### config.mk
export PLATFORM = sky130hd
export DESIGN_NAME = layer_bram_arbiter
export DESIGN_NICKNAME = d
export VERILOG_FILES = /design/src/rtl/layer_pkg.sv /design/src/rtl/layer_clear_counter.sv /design/src/rtl/layer_bram_arbiter.sv
export SDC_FILE = /design/constraint.sdc
export NUM_CORES = 1
export LEC_CHECK = 0
export CORE_ASPECT_RATIO = 2
export CORE_MARGIN = 2
export CORE_UTILIZATION = 48
export CTS_BUF_LIST = sky130_fd_sc_hd__clkbuf_8
export DETAILED_ROUTE_END_ITERATION = 12
export PLACE_DENSITY = 0.89
export REMOVE_ABC_BUFFERS = 1
export SLEW_MARGIN = 25
export SYNTH_ARGS = -nofsm -noshare
export SYNTH_HDL_FRONTEND = slang
export SYNTH_SLANG_ARGS = --single-unit
### constraint.sdc
create_clock -name clk_100MHz -period 2.15 [get_ports clk_100MHz]
set_input_delay 0.3225 -clock clk_100MHz [delete_from_list [all_inputs] [get_ports clk_100MHz]]
set_output_delay 0.3225 -clock clk_100MHz [all_outputs]
set_load 0.05 [all_outputs]
### src/rtl/layer_pkg.sv
// Shared constants and types for the layer BRAM arbiter.
// Defaults describe a 320x240 frame held in three 3-bit layer BRAMs.
package layer_pkg;

  localparam int unsigned LP_PIX_COUNT = 76800;
  localparam int unsigned LP_ADDR_W    = 19;

  typedef enum logic [1:0] {
    ST_IDLE  = 2'd0,
    ST_CLEAR = 2'd1,
    ST_DONE  = 2'd2
  } arb_state_e;

  localparam logic [1:0] LAYER_NONE = 2'd0;
  localparam logic [1:0] LAYER_1    = 2'd1;
  localparam logic [1:0] LAYER_2    = 2'd2;
  localparam logic [1:0] LAYER_3    = 2'd3;

  function automatic logic [2:0] layer_onehot(
    input logic [1:0] layer
  );
    case (layer)
      LAYER_1: return 3'b001;
      LAYER_2: return 3'b010;
      LAYER_3: return 3'b100;
      default: return 3'b000;
    endcase
  endfunction

endpackage

### src/rtl/layer_clear_counter.sv
// Clear address counter; saturates at the last pixel
// and flags it so the clear FSM knows when to stop.
module layer_clear_counter
  import layer_pkg::*;
#(
  parameter int unsigned PIX_COUNT = LP_PIX_COUNT,
  parameter int unsigned ADDR_W    = LP_ADDR_W
) (
  input  logic              clk_i,
  input  logic              rst_n_i,
  input  logic              clr_i,
  input  logic              en_i,
  output logic [ADDR_W-1:0] cnt_o,
  output logic              last_o
);

  localparam logic [ADDR_W-1:0] LAST = ADDR_W'(PIX_COUNT - 1);

  logic [ADDR_W-1:0] cnt_q;
  logic [ADDR_W-1:0] cnt_d;

  assign cnt_o  = cnt_q;
  assign last_o = (cnt_q == LAST);

  always_comb begin
    cnt_d = cnt_q;
    if (clr_i) begin
      cnt_d = '0;
    end else if (en_i && !last_o) begin
      cnt_d = cnt_q + ADDR_W'(1);
    end
  end

  always_ff @(posedge clk_i) begin
    if (!rst_n_i) begin
      cnt_q <= '0;
    end else begin
      cnt_q <= cnt_d;
    end
  end

endmodule

### src/rtl/layer_bram_arbiter.sv
// Shares one BRAM port among display scan, layer clear and brush.
// Scan wins while video_on; otherwise clear, then brush.
module layer_bram_arbiter
  import layer_pkg::*;
#(
  parameter int unsigned PIX_COUNT = LP_PIX_COUNT,
  parameter int unsigned ADDR_W    = LP_ADDR_W
) (
  input  logic              clk_100MHz,
  input  logic              reset_n,
  input  logic              video_on,
  input  logic [ADDR_W-1:0] scan_addr,
  input  logic              brush_req,
  input  logic [ADDR_W-1:0] brush_addr,
  input  logic [1:0]        brush_layer,
  input  logic [2:0]        brush_color,
  output logic              brush_ack,
  input  logic              clear_req,
  input  logic [2:0]        clear_mask,
  input  logic [2:0]        clear_color,
  output logic              clear_busy,
  output logic              clear_done,
  output logic [ADDR_W-1:0] bram_addr,
  output logic [2:0]        bram_din,
  output logic [2:0]        bram_we
);

  arb_state_e state_q, state_d;
  logic [2:0] mask_q, mask_d;
  logic [2:0] color_q, color_d;

  logic [ADDR_W-1:0] addr_q, addr_d;
  logic [2:0]        din_q, din_d;
  logic [2:0]        we_q, we_d;
  logic              ack_q, ack_d;
  logic              busy_q, busy_d;
  logic              done_q, done_d;

  logic [ADDR_W-1:0] cnt;
  logic              cnt_last;
  logic              cnt_clr;
  logic              cnt_en;
  logic              clr_wr;
  logic              br_wr;
  logic              br_in_range;

  layer_clear_counter #(
    .PIX_COUNT (PIX_COUNT),
    .ADDR_W    (ADDR_W)
  ) u_cnt (
    .clk_i   (clk_100MHz),
    .rst_n_i (reset_n),
    .clr_i   (cnt_clr),
    .en_i    (cnt_en),
    .cnt_o   (cnt),
    .last_o  (cnt_last)
  );

  assign clr_wr = (state_q == ST_CLEAR) && !video_on
               && (mask_q != 3'b000);
  assign br_wr  = (state_q != ST_CLEAR) && !video_on
               && brush_req;
  assign br_in_range =
    ({1'b0, brush_addr} < (ADDR_W+1)'(PIX_COUNT));

  always_comb begin
    state_d = state_q;
    mask_d  = mask_q;
    color_d = color_q;
    cnt_clr = 1'b0;
    cnt_en  = 1'b0;
    unique case (state_q)
      ST_IDLE: begin
        if (clear_req) begin
          state_d = ST_CLEAR;
          mask_d  = clear_mask;
          color_d = clear_color;
          cnt_clr = 1'b1;
        end
      end
      ST_CLEAR: begin
        if (mask_q == 3'b000) begin
          state_d = ST_DONE;
        end else if (!video_on) begin
          cnt_en = 1'b1;
          if (cnt_last) state_d = ST_DONE;
        end
      end
      ST_DONE: state_d = ST_IDLE;
      default: state_d = ST_IDLE;
    endcase
  end

  always_comb begin
    addr_d = scan_addr;
    din_d  = 3'b000;
    we_d   = 3'b000;
    ack_d  = 1'b0;
    busy_d = (state_q == ST_CLEAR);
    done_d = (state_q == ST_DONE);
    unique case (1'b1)
      clr_wr: begin
        addr_d = cnt;
        din_d  = color_q;
        we_d   = mask_q;
      end
      br_wr: begin
        // out-of-range brush is acked but never reaches the pins
        addr_d = br_in_range ? brush_addr : '0;
        din_d  = brush_color;
        we_d   = br_in_range ? layer_onehot(brush_layer)
                             : 3'b000;
        ack_d  = 1'b1;
      end
      default: ;
    endcase
  end

  always_ff @(posedge clk_100MHz) begin
    if (!reset_n) begin
      state_q <= ST_IDLE;
      mask_q  <= 3'b000;
      color_q <= 3'b000;
      addr_q  <= '0;
      din_q   <= 3'b000;
      we_q    <= 3'b000;
      ack_q   <= 1'b0;
      busy_q  <= 1'b0;
      done_q  <= 1'b0;
    end else begin
      state_q <= state_d;
      mask_q  <= mask_d;
      color_q <= color_d;
      addr_q  <= addr_d;
      din_q   <= din_d;
      we_q    <= we_d;
      ack_q   <= ack_d;
      busy_q  <= busy_d;
      done_q  <= done_d;
    end
  end

  assign bram_addr  = addr_q;
  assign bram_din   = din_q;
  assign bram_we    = we_q;
  assign brush_ack  = ack_q;
  assign clear_busy = busy_q;
  assign clear_done = done_q;

endmodule

==> impl_metrics.py, run 1 <==
metrics = {
    "outcome": {
        "status": "finished, final reports clean",
    },
    "timing": {
        "rsz0062_at_grt": "no",
        "tightestPinTransition_ns": 0.680,
        "fin_tns_setup_ns": 0,
        "layout_setup_ws_ns": 0.207,
        "post-route-period-util_pct": 90.4,
        "setup_viol": 0,
        "worst_clock_skew_ns": 0.00771,
        "relative_slew_margins_pct": 54.5,
        "slew_violations": 0,
        "report.final.hold_viol_count": 0,
        "top_achievable_clock_speed_ghz": 0.515,
        "finalCriticalPeriod_ns": 1.94,
    },
    "detailed_routing": {
        "num_vias": 2572,
        "routed_via_density": 6.05,
        "postRouteWirelength_um": 7260,
        "first_pass_iters": 4,
        "routed_wire_length_per_instance_um": 17.1,
        "first_iter_violations": 92,
        "route.detailed.drc": 0,
        "final_ant_viol_nets": 0,
    },
    "final_layout": {
        "fin_util_pct": 69.5,
        "antenna-diode-count": 0,
        "final_layout_size_suffix_gt1_share_pct": 9.26,
        "num-nets-final": 421,
        "syn_to_final_growth_pct": 40.5,
    },
    "cts": {
        "cts.sink_count": 55,
        "cts.htree.levels": 2,
        "tritoncts_clock_tree": "built",
        "numCtsBuffers": 5,
        "cts_max_path_buffers": 2,
        "cts-hold-fix-buffers": 0,
        "cts-resized-gates": 0,
        "clk-insertion-delay-late_ns": 0.33,
        "post-cts-setup-buffer-count": 0,
        "clk_transition_reported_paths_ns": 0.10,
        "cts.root.buffer_cell": "clkbuf_8",
    },
    "global_routing": {
        "grt_max_degree": 37,
        "global_route.usage.total_pct": 25.6,
        "grt_antenna_before_repair": 0,
        "grt_first_pass_wirelength_um": 12200,
        "number_of_global_route_vias_before_repair": 2638,
        "grt_overflow": 0,
    },
    "pwr": {
        "vdd_ir_drop_max_v": 0.000606,
        "power_per_cell_area_nw_per_um2": 593,
        "power.leakage_nw": 1.34,
        "fin_total_pwr_mw": 2.12,
    },
    "worst_setup_path": {
        "worst-endpoint-required_ns": 2.40,
        "worst_ep_arrival_time_ns": 2.19,
        "timing.critical_path.fanout_max": 8,
        "worstSetupStartpointType": "flop",
        "r2r_cells": 6,
        "timing_worst_setup_path_type": "reg2reg",
        "timing.critical_path.to_type": "flop",
    },
    "worst_hold_path": {
        "class_of_the_tightest_hold_or_removal_check": "reg2reg",
        "min_path_cells": 2,
    },
    "placed_design": {
        "gpl.final_weighted_congestion": 0.887,
        "numPortBuffers": 81,
        "hpwl_um": 5380,
        "dpl_worst_slack_ns": 0.0159,
    },
    "floorplanning": {
        "initial_utilization_pct": 49.5,
        "die_height_um": 107,
        "floorplan.die_area_um2": 5930,
        "die-width_um": 55.5,
        "core_area_um2": 5140,
        "i_o_pin_total": 82,
        "placement_rows": 37,
    },
    "synth": {
        "yosys_most_used_dff": "dfxtp_1",
        "synth.yosys.seq_area_share_pct": 43.3,
        "synthDominantCellAreaShare_pct": 43.3,
        "synth.distinct_cells": 47,
        "synth_enable_flop_cells": 0,
        "asyncSetResetFlopFracSynth_pct": 0,
        "synth-warning-count": 0,
        "synthesis.area_um2": 2540,
        "synth_area_per_cell_um2": 9.01,
        "post_synth_fa_ha_maj_area_fraction_pct": 0.492,
        "synth-xor-area-share_pct": 0,
        "muxShareOfSynthArea_pct": 4.33,
        "post_synth_and_or_nand_nor_area_fraction_pct": 25.6,
        "synth_area_leaders": "dfxtp_1 43%, o2bb2ai_1 4.8%, mux2i_1 4.3%",
        "dominant_combinational_cell_family_by_area_after_synthesis": "simple AND/OR/NAND/NOR gates",
        "ys_seq_elements": 55,
        "yosysTopAreaCell": "dfxtp_1",
        "postSynthCellCount": 282,
        "synth_compound_gate_area_share_pct": 21.7,
    },
    "flow_run": {
        "max_cap_viol_count": 0,
    },
}
## where the power goes
part / internal [mW] / total (mW) / leakage (nW) / switching [mW]
Sequential: 1.06 / 1.08 / 0.449 / 0.0181
Clock: 0.230 / 0.579 / 0.0460 / 0.349
Combinational: 0.210 / 0.460 / 0.845 / 0.250
Total: 1.50 / 2.12 / 1.34 / 0.617
## metal layers
metal	up-vias	share of wire, %	GRT usage [%]
met3	33	5.8	5.79
met1	1192	36	26.8
met2	115	53	45.2
met5	-	0	0
li1	1232	-	-
met4	0	5.2	15.9
## cell type report
type,count,area (um^2)
clock buffer,5,68.8
sequential,55,1100
clock inverter,3,20.0
timing repair buffer,98,963
fill,388,1570
inverter,4,15.0
tap,58,72.6
multi-input combinational,202,1330
## layout by cell type (no fill, tap or decap), drive strengths merged, types with 2 or more instances in the layout
cell and count:
o31ai 9, clkdlybuf4s50 81, nand2b 2, o211a 2, o21ai 3, and3 16
and4 5, a31oi 16, o2bb2ai 14, or3 6, nor3 2, nor2 15
clkbuf 5, nand3 15, a2111o 2, a21oi 19, nor3b 2, and2 3
dfxtp 55, inv 6, o21a 3, or4 9, nand4 4, a22oi 3
nand2 26, nand4b 2, mux2i 11, buf 17
## sequential cells by signal, summed over array words and instances (netlist names)
name / count
color_q: 3
clear_done: 1
bram_we: 3
clear_busy: 1
mask_q: 3
u_cnt.cnt_o: 19
state_q: 2
bram_addr: 19
brush_ack: 1
bram_din: 3
## cells by family (layout without fill, tap and decap cells)
group	Yosys count	in the layout
and+or+nand+nor	112	112
AOI/OAI and AO/OA	78	78
DFF	55	55
buffers and inverters	25	110
muxes	11	11
adders and majority gates	1	1
## Yosys cell counts (2+ instances only)
master,number
o211a_1,2
mux2i_1,11
nand2_1,26
buf_2,8
or4_1,9
nor3_1,2
o21a_1,3
nand3_1,13
and4_1,3
nor2_1,15
dfxtp_1,55
nand4b_1,2
and2_1,3
nand2b_1,2
clkbuf_1,11
a31oi_1,16
a2111o_1,2
a21oi_1,19
and3_1,16
nand3_2,2
inv_1,3
o31ai_1,9
o2bb2ai_1,14
o21ai_0,3
or3_1,6
and4_4,2
a22oi_1,3
nand4_1,3
## stage by stage
step           instance area, um^2  hold slack (ns)  instances
6_report                      3570            0.494        425
5_1_grt                       3570            0.517        425
4_1_cts                       3570            0.494        425
3_5_place_dp                  3480            0.465        417
3_3_place_gp                  3480            0.471        417
2_1_floorplan                 2440            0.427        261
## worst max-delay path, cell delays in order (launching register included)
cell and delay (ns):
dfxtp_1 0.41, ha_1 0.24, and4_1 0.26, nand3_2 0.17, buf_4 0.21, or4_1 0.40, a21oi_1 0.18
## final timing paths
| check | startpoint | end | slack (ns) |
|---|---|---|---|
| min reg2reg | u_cnt.cnt_o[18] | bram_addr[18] | 0.49 |
| max | u_cnt.cnt_o[0] | u_cnt.cnt_o[6] | 0.21 |
| min | u_cnt.cnt_o[18] | bram_addr[18] | 0.49 |
| max reg2reg | u_cnt.cnt_o[0] | u_cnt.cnt_o[6] | 0.21 |
No activity file was read; power rests on OpenSTA's default activity.
==> inputs of run 2 (changes only) <==
--- a/config.mk
+++ b/config.mk
@@ -7,10 +7,10 @@
 export LEC_CHECK = 0
 export CORE_ASPECT_RATIO = 2
 export CORE_MARGIN = 2
-export CORE_UTILIZATION = 48
+export CORE_UTILIZATION = 43
 export CTS_BUF_LIST = sky130_fd_sc_hd__clkbuf_8
 export DETAILED_ROUTE_END_ITERATION = 12
-export PLACE_DENSITY = 0.89
+export PLACE_DENSITY = 0.84
 export REMOVE_ABC_BUFFERS = 1
 export SLEW_MARGIN = 25
 export SYNTH_ARGS = -nofsm -noshare
==> constraint.sdc (replaced) <==
create_clock -name clk_100MHz -period 1.61 [get_ports clk_100MHz]
set_input_delay 0.2415 -clock clk_100MHz [delete_from_list [all_inputs] [get_ports clk_100MHz]]
set_output_delay 0.2415 -clock clk_100MHz [all_outputs]
set_load 0.05 [all_outputs]
==> run 2 against run 1 <==
- the flow now finishes with violations (setup timing)
- combinational power rose by 48%
- hold slack got worse by 0.054 ns
- power increased by 42%
- via count increased by 9.3%
- register-to-register slack worse by 0.23 ns
- sequential share of layout area shrank 3.4 points
- non-clock buffer count up 49
- global-route usage decreased by 0.33 points
- clock skew grew 0.0027 ns
==> impl_metrics.py, run 2 (synthesized netlist as in run 1, its figures left out) <==
metrics = {
    "global_routing": {
        "grt_antenna_before_repair": 0,
        "grt_max_degree": 22,
        "grt_overflow": 0,
        "global_route.usage.total_pct": 25.3,
        "number_of_global_route_vias_before_repair": 2759,
        "grt_first_pass_wirelength_um": 12900,
    },
    "timing": {
        "fin_tns_setup_ns": -0.0332,
        "relative_slew_margins_pct": 78.0,
        "setup_viol": 3,
        "tightestPinTransition_ns": 0.328,
        "worst_clock_skew_ns": 0.0104,
        "post-route-period-util_pct": 101,
        "top_achievable_clock_speed_ghz": 0.614,
        "report.final.hold_viol_count": 0,
        "hold_slack_ns": 0.440,
        "rsz0062_at_grt": "yes",
        "layout_setup_ws_ns": -0.0199,
        "finalCriticalPeriod_ns": 1.63,
        "slew_violations": 0,
    },
    "floorplanning": {
        "i_o_pin_total": 82,
        "die_height_um": 113,
        "placement_rows": 39,
        "die-width_um": 58.4,
        "initial_utilization_pct": 44.5,
        "floorplan.die_area_um2": 6580,
        "core_area_um2": 5710,
    },
    "final_layout": {
        "final_layout_size_suffix_gt1_share_pct": 32.7,
        "syn_to_final_growth_pct": 58.7,
        "multiInputGateArea_um2": 1470,
        "num-nets-final": 471,
        "final-seq-area_um2": 1110,
        "most_common_cell_after_layout_fill_and_taps_aside": "buf_4",
        "antenna-diode-count": 0,
        "layoutNonFillerInstCount": 477,
        "nFillCells": 416,
        "layout_common_cells": "90 x buf_4, 52 x clkdlybuf4s50_1, 50 x dfxtp_1",
    },
    "worst_setup_path": {
        "timing.critical_path.to_type": "flop",
        "timing.critical_path.fanout_max": 2,
        "worstSetupStartpointType": "flop",
        "timing_worst_setup_path_type": "reg2reg",
        "worst_ep_arrival_time_ns": 1.86,
        "worst-endpoint-required_ns": 1.84,
    },
    "placed_design": {
        "dpl_worst_slack_ns": -0.433,
        "place_inst": 462,
        "hpwl_um": 6100,
        "numPortBuffers": 81,
        "gpl.final_weighted_congestion": 0.874,
    },
    "pwr": {
        "vdd_ir_drop_max_v": 0.000860,
        "power_per_cell_area_nw_per_um2": 745,
        "power.leakage_nw": 1.68,
    },
    "detailed_routing": {
        "num_vias": 2812,
        "first_iter_violations": 90,
        "final_ant_viol_nets": 0,
        "route.detailed.drc": 0,
        "postRouteWirelength_um": 8320,
        "routed_wire_length_per_instance_um": 17.4,
        "routed_via_density": 5.90,
        "first_pass_iters": 4,
    },
    "worst_hold_path": {
        "class_of_the_tightest_hold_or_removal_check": "in2reg",
    },
    "cts": {
        "tritoncts_clock_tree": "built",
        "cts.root.buffer_cell": "clkbuf_8",
        "numCtsBuffers": 5,
        "cts.sink_count": 55,
        "cts-hold-fix-buffers": 0,
        "cts.htree.levels": 2,
        "clk_transition_reported_paths_ns": 0.10,
        "clk-insertion-delay-late_ns": 0.32,
        "cts_max_path_buffers": 2,
    },
    "outcome": {
        "status": "finished, violations left",
        "violations": "setup timing",
    },
    "flow_run": {
        "max_cap_viol_count": 0,
    },
}
## run 2: cell types whose count changed in the layout (fill, tap and decap cells not counted), moves of 5 or more
cell | before | now
buf_4 | 15 | 90
clkdlybuf4s50_1 | 81 | 52
a21oi_1 | 19 | 14
a21oi_2 | 0 | 5
dfxtp_1 | 55 | 50
dfxtp_2 | 0 | 5
## run 2: cell type report
cell class                      instances  area share (%)
Tap cell                               61            1.89
Clock inverter                          2           0.838
Multi-Input combinational cell        203            36.3
Inverter                                4           0.372
Clock buffer                            5            1.71
Timing Repair Buffer                  147            31.4
Sequential cell                        55            27.5
## run 2: routing by layer
layer | wire length, um | share of wire (%) | global-route usage (%) | vias to the layer above
met5 | 0 | 0 | 0 | -
met4 | 394 | 4.7 | 14.4 | 0
met3 | 377 | 4.5 | 3.77 | 33
met2 | 4520 | 54 | 45.2 | 106
met1 | 3030 | 36 | 26.9 | 1332
li1 | - | - | - | 1341
## run 2: path summary, 6_finish.rpt
check	start	endpoint	slack [ns]	depth (start not counted)
worst max-delay path	u_cnt.cnt_o[15]	state_q[0]	-0.02	5
worst min-delay path	video_on	state_q[1]	0.44	4
worst max register to register	u_cnt.cnt_o[15]	state_q[0]	-0.02	5
worst min register to register	u_cnt.cnt_o[18]	bram_addr[18]	0.49	2
## run 2: power by group
| part | switching, mW | internal [mW] | total, mW |
|---|---|---|---|
| Sequential | 0.0207 | 1.42 | 1.44 |
| Clock | 0.441 | 0.450 | 0.891 |
| Combinational | 0.362 | 0.317 | 0.679 |
## run 2: metrics by stage
step	power, mW	utilization [%]	cell area [um^2]
5_1_grt	3.10	70.6	4030
6_report	3.01	70.6	4030
2_1_floorplan	1.77	-	2440
3_3_place_gp	2.10	65.1	3720
3_5_place_dp	2.11	65.1	3720
4_1_cts	3.00	68.8	3930
## run 2: what timing repair did
item | in CTS | in global routing
resized for setup | 13 | 26
buffers inserted | 6 | 1
pin swaps | 5 | 7
cloned | 0 | 1
endpoints found under the setup margin | 12 | 31
## run 2: worst max-delay path, cell delays in order, from the launching register on
cell	delay [ns]
dfxtp_2	0.35
nor4b_4	0.27
buf_4	0.16
nand4_1	0.11
or3_1	0.42
a32o_1	0.23
==> inputs of run 3 (changes only) <==
--- a/config.mk
+++ b/config.mk
@@ -12,6 +12,7 @@
 export DETAILED_ROUTE_END_ITERATION = 12
 export PLACE_DENSITY = 0.84
 export REMOVE_ABC_BUFFERS = 1
+export SKIP_LAST_GASP = 1
 export SLEW_MARGIN = 25
 export SYNTH_ARGS = -nofsm -noshare
 export SYNTH_HDL_FRONTEND = slang
==> run 3 against run 2 <==
- the run still ends with setup timing left
- setup slack gained 0.0084 ns
- wire length grew 1.2%
- hold slack is essentially flat
- clock skew is essentially flat
- design area shrank 0.16%
- maximum frequency grew 0.52%
- sequential power is essentially flat
- clock-buffer cell count is the same
- via count shrank 0.11%
- cell count grew 0.21%
- critical path type unchanged
- largest power group unchanged
==> impl_metrics.py, run 3 (synthesized netlist as in run 1, its figures left out) <==
metrics = {
    "worst_setup_path": {
        "worst_ep_arrival_time_ns": 1.88,
        "crit_slowest_cell": "or4_1",
        "worst_path_bufs_invs": 1,
        "timing_worst_setup_path_type": "reg2reg",
        "critical_path.top_delay_family": "simple AND/OR/NAND/NOR gates",
        "worstSetupStartpointType": "flop",
        "crit_path_cell_trace": "ha_4 > and4_4 > nand3_4 > buf_6 > or4_1 > a21oi_2",
        "timing.critical_path.fanout_max": 6,
        "worst-endpoint-required_ns": 1.87,
        "timing.critical_path.to_type": "flop",
        "critPathMaxStageDelay_ns": 0.41,
    },
    "floorplanning": {
        "initial_utilization_pct": 44.5,
        "floorplan.die_area_um2": 6580,
        "core_area_um2": 5710,
        "i_o_pin_total": 82,
        "die_height_um": 113,
        "placement_rows": 39,
        "die-width_um": 58.4,
    },
    "cts": {
        "clk_transition_reported_paths_ns": 0.09,
        "clk-insertion-delay-late_ns": 0.33,
        "numCtsBuffers": 5,
        "cts-hold-fix-buffers": 0,
        "cts.htree.levels": 2,
        "tritoncts_clock_tree": "built",
        "cts_max_path_buffers": 2,
        "cts.sink_count": 55,
        "cts.root.buffer_cell": "clkbuf_8",
    },
    "flow_run": {
        "max_cap_viol_count": 0,
    },
    "timing": {
        "top_achievable_clock_speed_ghz": 0.617,
        "relative_slew_margins_pct": 78.8,
        "post-route-period-util_pct": 101,
        "worst_clock_skew_ns": 0.0106,
        "setup_viol": 3,
        "slew_violations": 0,
        "report.final.hold_viol_count": 0,
        "rsz0062_at_grt": "yes",
        "finalCriticalPeriod_ns": 1.62,
        "layout_setup_ws_ns": -0.0115,
        "tightestPinTransition_ns": 0.317,
    },
    "pwr": {
        "vdd_ir_drop_max_v": 0.000860,
        "power_per_cell_area_nw_per_um2": 747,
        "power.leakage_nw": 1.68,
    },
    "worst_hold_path": {
        "class_of_the_tightest_hold_or_removal_check": "in2reg",
    },
    "placed_design": {
        "hpwl_um": 6100,
        "numPortBuffers": 81,
        "dpl_worst_slack_ns": -0.433,
        "gpl.final_weighted_congestion": 0.874,
        "place_inst": 462,
    },
    "global_routing": {
        "grt_antenna_before_repair": 0,
        "grt_max_degree": 22,
        "global_route.usage.total_pct": 25.3,
        "grt_overflow": 0,
        "grt_first_pass_wirelength_um": 12900,
        "number_of_global_route_vias_before_repair": 2759,
    },
    "final_layout": {
        "syn_to_final_growth_pct": 58.4,
        "layoutNonFillerInstCount": 478,
        "final_layout_size_suffix_gt1_share_pct": 31.7,
        "num-nets-final": 472,
        "antenna-diode-count": 0,
        "layout_common_cells": "89 x buf_4, 52 x clkdlybuf4s50_1, 51 x dfxtp_1",
        "most_common_cell_after_layout_fill_and_taps_aside": "buf_4",
    },
    "detailed_routing": {
        "num_vias": 2809,
        "final_ant_viol_nets": 0,
        "first_pass_iters": 5,
        "postRouteWirelength_um": 8420,
        "routed_via_density": 5.88,
        "route.detailed.drc": 0,
        "first_iter_violations": 127,
        "routed_wire_length_per_instance_um": 17.6,
    },
    "outcome": {
        "violations": "setup timing",
        "status": "finished, violations left",
    },
}
run 3: worst min-delay path, cell delays in order:
cell and delay [ns]:
dlymetal6s2s_1 0.16, buf_4 0.14, or3_1 0.12, a21oi_1 0.06
run 3: path summary, 6_finish.rpt:
kind / to / cells after the start / start / slack (ns)
hold reg to reg: bram_addr[18] / 2 / u_cnt.cnt_o[18] / 0.49
setup reg to reg: u_cnt.cnt_o[6] / 6 / u_cnt.cnt_o[0] / -0.01
hold / removal: state_q[1] / 4 / video_on / 0.44
setup / recovery: u_cnt.cnt_o[6] / 6 / u_cnt.cnt_o[0] / -0.01
run 3: cell type report:
| type | instances | area (um^2) |
|---|---|---|
| timing repair buffer | 148 | 1280 |
| inverter | 4 | 15.0 |
| multi-input combinational | 203 | 1450 |
| tap | 61 | 76.3 |
| fill | 425 | 1680 |
| sequential | 55 | 1110 |
| clock buffer | 5 | 68.8 |
| clock inverter | 2 | 33.8 |
run 3: repair_timing:
action,CTS,global route
buffers inserted,6,2
pin swaps,5,7
gates resized for setup,12,23
endpoints found under the setup margin,12,39
gates cloned,0,1
run 3: where the power goes:
| group | internal [mW] | switching, mW |
|---|---|---|
| Combinational | 0.316 | 0.363 |
| Clock | 0.450 | 0.444 |
| Sequential | 1.41 | 0.0207 |
| Total | 2.18 | 0.828 |
run 3: through the flow:
stage          utilization (%)  cell area, um^2  hold slack [ns]  total power, mW  setup TNS (ns)
3_3_place_gp              65.1             3720            0.479             2.10           -9.92
3_5_place_dp              65.1             3720            0.489             2.11          -11.89
6_report                  70.5             4030            0.440             3.01         -0.0249
4_1_cts                   68.7             3920            0.470             2.99        -0.00240
5_1_grt                   70.5             4030            0.467             3.10          -0.510
2_1_floorplan                -             2440            0.358             1.77          -10.61
run 3: per-layer routing:
layer,up-vias,share of wire [%],global-route usage (%)
met5,-,0,0
met1,1330,36,26.9
met3,26,5.0,3.77
li1,1343,-,-
met4,0,3.9,14.4
met2,110,55,45.2
